### src/rtl/bram_tap_window.sv
// bram_tap_window: captures BRAM read data (doutb) into a DEPTH-tap sliding window,
// delaying rd_en by RD_LAT cycles so capture lines up with valid read data.
// Tracks per-tap validity and fill level, and pulses win_vld whenever a capture
// leaves the window full.
module bram_tap_window #(
  parameter  int WIDTH  = 32,
  parameter  int DEPTH  = 4,
  parameter  int RD_LAT = 1,
  localparam int CW     = $clog2(DEPTH + 1)
) (
  input  logic                   readclk,
  input  logic                   reset,
  input  logic                   rd_en,
  input  logic                   flush,
  input  logic [WIDTH-1:0]       doutb,
  output logic [WIDTH*DEPTH-1:0] taps,
  output logic [DEPTH-1:0]       tap_vld,
  output logic [CW-1:0]          fill_cnt,
  output logic                   full,
  output logic                   win_vld
);

  localparam logic [CW-1:0] FullCnt = CW'(DEPTH);

  logic             cap;
  logic [WIDTH-1:0] tap_q [DEPTH];
  logic [CW-1:0]    fill_inc;
  logic             fill_inc_full;

  if (RD_LAT == 0) begin : g_no_lat
    assign cap = rd_en;
  end else begin : g_lat
    logic [RD_LAT-1:0] pipe;

    // Delay rd_en by RD_LAT cycles; a flush drops every read still in flight.
    always_ff @(posedge readclk or posedge reset) begin
      if (reset) begin
        pipe <= '0;
      end else if (flush) begin
        pipe <= '0;
      end else begin
        pipe[0] <= rd_en;
        for (int i = 1; i < RD_LAT; i++) begin
          pipe[i] <= pipe[i-1];
        end
      end
    end

    assign cap = pipe[RD_LAT-1];
  end

  // Saturating fill increment; the count never wraps past DEPTH.
  always_comb begin
    fill_inc      = (fill_cnt == FullCnt) ? fill_cnt : fill_cnt + CW'(1);
    fill_inc_full = (fill_inc == FullCnt);
  end

  // Window state: flush beats capture; oldest tap falls off the end when full.
  always_ff @(posedge readclk or posedge reset) begin
    if (reset) begin
      for (int k = 0; k < DEPTH; k++) begin
        tap_q[k] <= '0;
      end
      tap_vld  <= '0;
      fill_cnt <= '0;
      full     <= 1'b0;
      win_vld  <= 1'b0;
    end else if (flush) begin
      for (int k = 0; k < DEPTH; k++) begin
        tap_q[k] <= '0;
      end
      tap_vld  <= '0;
      fill_cnt <= '0;
      full     <= 1'b0;
      win_vld  <= 1'b0;
    end else if (cap) begin
      tap_q[0] <= doutb;
      for (int k = 1; k < DEPTH; k++) begin
        tap_q[k] <= tap_q[k-1];
      end
      tap_vld  <= {tap_vld[DEPTH-2:0], 1'b1};
      fill_cnt <= fill_inc;
      full     <= fill_inc_full;
      win_vld  <= fill_inc_full;
    end else begin
      win_vld <= 1'b0;
    end
  end

  for (genvar k = 0; k < DEPTH; k++) begin : g_taps
    assign taps[k*WIDTH +: WIDTH] = tap_q[k];
  end

endmodule
### config.mk
export PLATFORM = sky130hd
export DESIGN_NAME = bram_tap_window
export DESIGN_NICKNAME = d
export VERILOG_FILES = /design/src/rtl/bram_tap_window.sv
export SDC_FILE = /design/constraint.sdc
export NUM_CORES = 1
export LEC_CHECK = 0
export BUFFER_PORTS_ARGS = -buffer_cell sky130_fd_sc_hd__clkbuf_2
export CAP_MARGIN = 20
export CORE_ASPECT_RATIO = 0.7
export CORE_MARGIN = 2
export CORE_UTILIZATION = 40
export CTS_CLUSTER_DIAMETER = 100
export DETAILED_ROUTE_END_ITERATION = 10
export PLACE_DENSITY = 0.66
export SLEW_MARGIN = 0
export SYNTH_ARGS = -nofsm -noshare
export SYNTH_HDL_FRONTEND = slang
export SYNTH_SLANG_ARGS = --single-unit
### constraint.sdc
create_clock -name readclk -period 11.2 [get_ports readclk]
set_input_delay 2.24 -clock readclk [delete_from_list [all_inputs] [get_ports readclk]]
set_output_delay 2.24 -clock readclk [all_outputs]
set_load 0.01 [all_outputs]
* After elaboration in Yosys (flattened, before gate mapping)
Cells that the tools add are included.
** Storage, ports and cells
- Bits in registers :: 138
- Logic and storage cells :: 25
- Input bits :: 36
** Operators by class
- Reduce and logical (&&, ||, !) cells :: 1
- Eq/ne operators :: 2
- Muxes and demuxes :: 12
- Add/sub/neg operators :: 1
** Operator list (count)
- $mux W128 :: 2
- $mux W3 :: 3
- $mux W4 :: 2
- $eq A3 B3 Y1 const B :: 2
- $mux W1 :: 5
- $add A3 B1 Y3 const B :: 1
- $reduce_bool A2 Y1 :: 1

* Depth between registers and ports, before layout
- Depth in word-level cells :: 5
- Gate-level depth with buffers :: 6

* Least setup slack after synthesis
Ideal clock, no wire load.
- Kind :: input -> register
- Start :: input flush
- End :: register tap_q (netlist bit taps[32])
- Arrival :: 2.846 ns
- Cell stages on the path :: 3
- Path slack :: 8.222 ns
- Library setup time :: 0.132 ns
- Buffers on the path :: 2
- Path through :: clkbuf_1 > clkbuf_1 > nor2_1
** On the way
- Word-level cells in the longest chain between the ends :: 1
** Ends and longest elaborated chain
- start, declared :: RTL line 14 : input logic flush,
- $mux W128 or $reduce_bool A2 Y1 (tied branches)
- end signal, assigned by index :: RTL line 79 : tap_q[k] <= tap_q[k-1];
- end, declared :: RTL line 26 : logic [WIDTH-1:0] tap_q [DEPTH];
Parallel ways exist; a longest one is shown, timed or not.
A chain may end at the register's enable or synchronous reset.

* Final worst setup path
- Start :: input flush
- End :: register full
** On the way
- Word-level cells in the longest chain between the ends :: 1
** Ends and longest elaborated chain
- $mux W1 or $reduce_bool A2 Y1 (tied branches)
- end signal, assigned :: RTL line 83 : full <= fill_inc_full;
- end, declared :: RTL line 19 : output logic full,
Parallel ways exist; a longest one is shown, timed or not.

==> summary.txt <==
Run status
  – Status: finished clean

Timing
  – RSZ-0062 raised after global routing: false
  – Pins over their slew limit: 0
  – Worst-Margin Slew: roughly 1.0 ns
  – Fmax: 0.280 GHz
  – Period Utilization, post-route: 0.319
  – Hold WS: between 0.5 and 0.6 ns
  – Setup TNS Final: 0 ns
  – Fin crit period: around 3.6 ns
  – Post-Route Skew: between 0.005 and 0.006 ns
  – Final setup fails: 0
  – Final setup margin: approximately 7.6 ns
  – Rel. slew slack: 0.311
  – Hold Vio Cnt, Final: 0

Cells and area
  – Filler instances: 1,242
  – Final #Nets: approximately 660
  – Diode count: 0
  – Layout cells sized above 1: 0.331
  – Commonest cells after routing, fill and taps aside: clkbuf_2 (171), dfrtp_1 (137), nor2_1 (136), mux2i_1 (132), clkbuf_16 (17)
  – Layout Area Growth over Synthesis: 27.9%
  – Fin cells: 821
  – Most common cell after layout, fill and taps aside: clkbuf_2

Global routing
  – Largest net degree at the start of global routing: 75
  – Vias in the first global route: 3,613
  – Global route overflow: 0
  – Antenna violations before repair: 0
  – First-pass GRT wire length: approximately 19,000 um
  – Gr usage total: 0.159

Synthesis
  – Syn nets: between 400 and 500
  – Area share of the largest cell type after synthesis: 0.616
  – Avg Cell Area, Syn: approximately 12 sq um
  – Mapped Area: ~5600 sq um
  – Sequential fraction of the synthesis area: 0.616
  – Post-synthesis cell count: approximately 450
  – Ys Warns: 0
  – Largest cells by area after synthesis: dfrtp_1 (62%), mux2i_1 (24%), nor2_1 (9.1%)
  – Largest area contributor in the netlist: dfrtp_1
  – Synth cell types: 18
  – FF+latch count, synth: 138

Drt
  – Drt drc: 0
  – DRT Pass-1 Iters: 4
  – WL final: 11,700 um
  – DR iter-0 viols: 157
  – WL/cell: roughly 14 um
  – Routed vias: roughly 3.9k
  – Routed Antenna Nets: 0
  – Vias per cell: about 4.7

Place
  – Placed cells: 790
  – Placed wire-length estimate: about 7700 um
  – GP Congestion: between 0.7 and 0.8
  – Port Buffers: around 170
  – Dpl ws: ~7.2 ns

Clocking
  – Clock root cell: clkbuf_16
  – Num CTS Buffers: 17
  – Number of setup buffers added after CTS: 0
  – Worst-path clk slew: ~0.050 ns
  – Post-CTS Hold Fix Bufs: 0
  – CTS tree: done
  – Number of gates resized after cts: 0
  – Sink Count: roughly 140
  – Clk buf depth: 2
  – H-tree levels: 4
  – Skew-Pair Late Insertion Delay: ~0.41 ns

Power
  – Lkg Pwr: roughly 3.7 nW
  – Pwr dens: about 160 nW/um^2
  – VDD IR max: between 0.09 and 0.1 mV

Worst setup path
  – Data required time at the worst endpoint: around 11 ns
  – Critical-path maximum fanout: 70
  – Critical Path AT: approximately 3.9 ns
  – Nature of the critical path endpoint: flip-flop
  – Kind of critical path: input port to flip-flop
  – Critical Path Start Type: input port

Job
  – MaxCap Viol Count: 0

Die
  – Initial Util: 0.407
  – Die width: approximately 150 um
  – Die area: 15,000 sq um
  – IO Pins: about 170
  – Rows: 36
  – Core area: approximately 14,000 sq um
  – DIE HEIGHT: between 100 and 150 um

Worst hold path
  – Worst hold-check path type: flip-flop to flip-flop
-- routing by layer --
layer | part of all wire | vias to the layer above | track usage
met5 | 0 | - | 0
met3 | 0.077 | 15 | 0.0681
met2 | 0.44 | 110 | 0.224
li1 | - | 1843 | -
met4 | 0.010 | 0 | 0.0520
met1 | 0.47 | 1901 | 0.222
-- kinds of logic (layout without fill, tap and decap cells) --
family | Yosys count | in the layout | share of synthesized area
simple gates | 143 | 143 | 0.0971
flops | 138 | 138 | 0.616
mux | 132 | 132 | 0.236
buf+inv | 34 | 211 | 0.0371
compound gates | 3 | 3 | 0.00625
fa+ha+maj | 2 | 2 | 0.00446
xor+xnor | 2 | 2 | 0.00313
-- critical path: stages --
cell	delay, ns
buf_4	0.51
buf_4	0.68
inv_1	0.11
o2111ai_2	0.12
o31ai_2	0.10
-- final timing paths --
| kind | slack, ns | end | depth (start not counted) | startpoint |
|---|---|---|---|---|
| max | 7.62 | full | 5 | flush |
| min | 0.51 | full | 2 | full |
| max reg2reg | 9.06 | full | 3 | cap |
| min reg2reg | 0.51 | full | 2 | full |
| max in group asynchronous | 7.97 | taps[74] | 3 | reset |
| min in group asynchronous | 1.93 | taps[82] | 2 | reset |
-- power breakdown --
part | switching, mW | total [mW] | internal, mW
registers | 0.00932 | 0.518 | 0.508
clock network | 0.197 | 0.574 | 0.377
logic | 0.0444 | 0.0735 | 0.0291
-- stage by stage --
stage               utilization  cell area, sq um  total power [mW]
floorplan                     -              5600             0.578
detailed placement        0.475              6550             0.601
CTS                       0.520              7170              1.18
global placement          0.475              6550             0.600
finish                    0.520              7170              1.17
global route              0.520              7170              1.21
-- cell type report --
class	count	area (sq um)	share of cell area
timing repair buffer	176	893	0.125
inverter	4	20.0	0.00279
clock buffer	24	502	0.0700
tap	190	238	0.0332
clock inverter	7	113	0.0157
sequential	138	3460	0.482
multi-input combinational	282	1940	0.271
-- registers in the layout, summed over array words and instances, names as in the netlist --
| signal | flops |
|---|---|
| fill_cnt | 3 |
| full | 1 |
| cap | 1 |
| win_vld | 1 |
| tap_vld | 4 |
| taps | 128 |
-- cells in the mapped netlist --
cell       number
nand3b_1        1
nor2_1        136
ha_1            2
buf_4           9
nor2b_1         1
buf_1           2
nand2_1         4
buf_6           6
nor3_1          1
buf_2           1
xnor2_1         2
mux2i_1       132
o2111ai_2       1
o31ai_2         1
inv_1           4
dfrtp_1       138
clkbuf_1       12
a21boi_0        1
No activity file was read; power rests on OpenSTA's default activity.
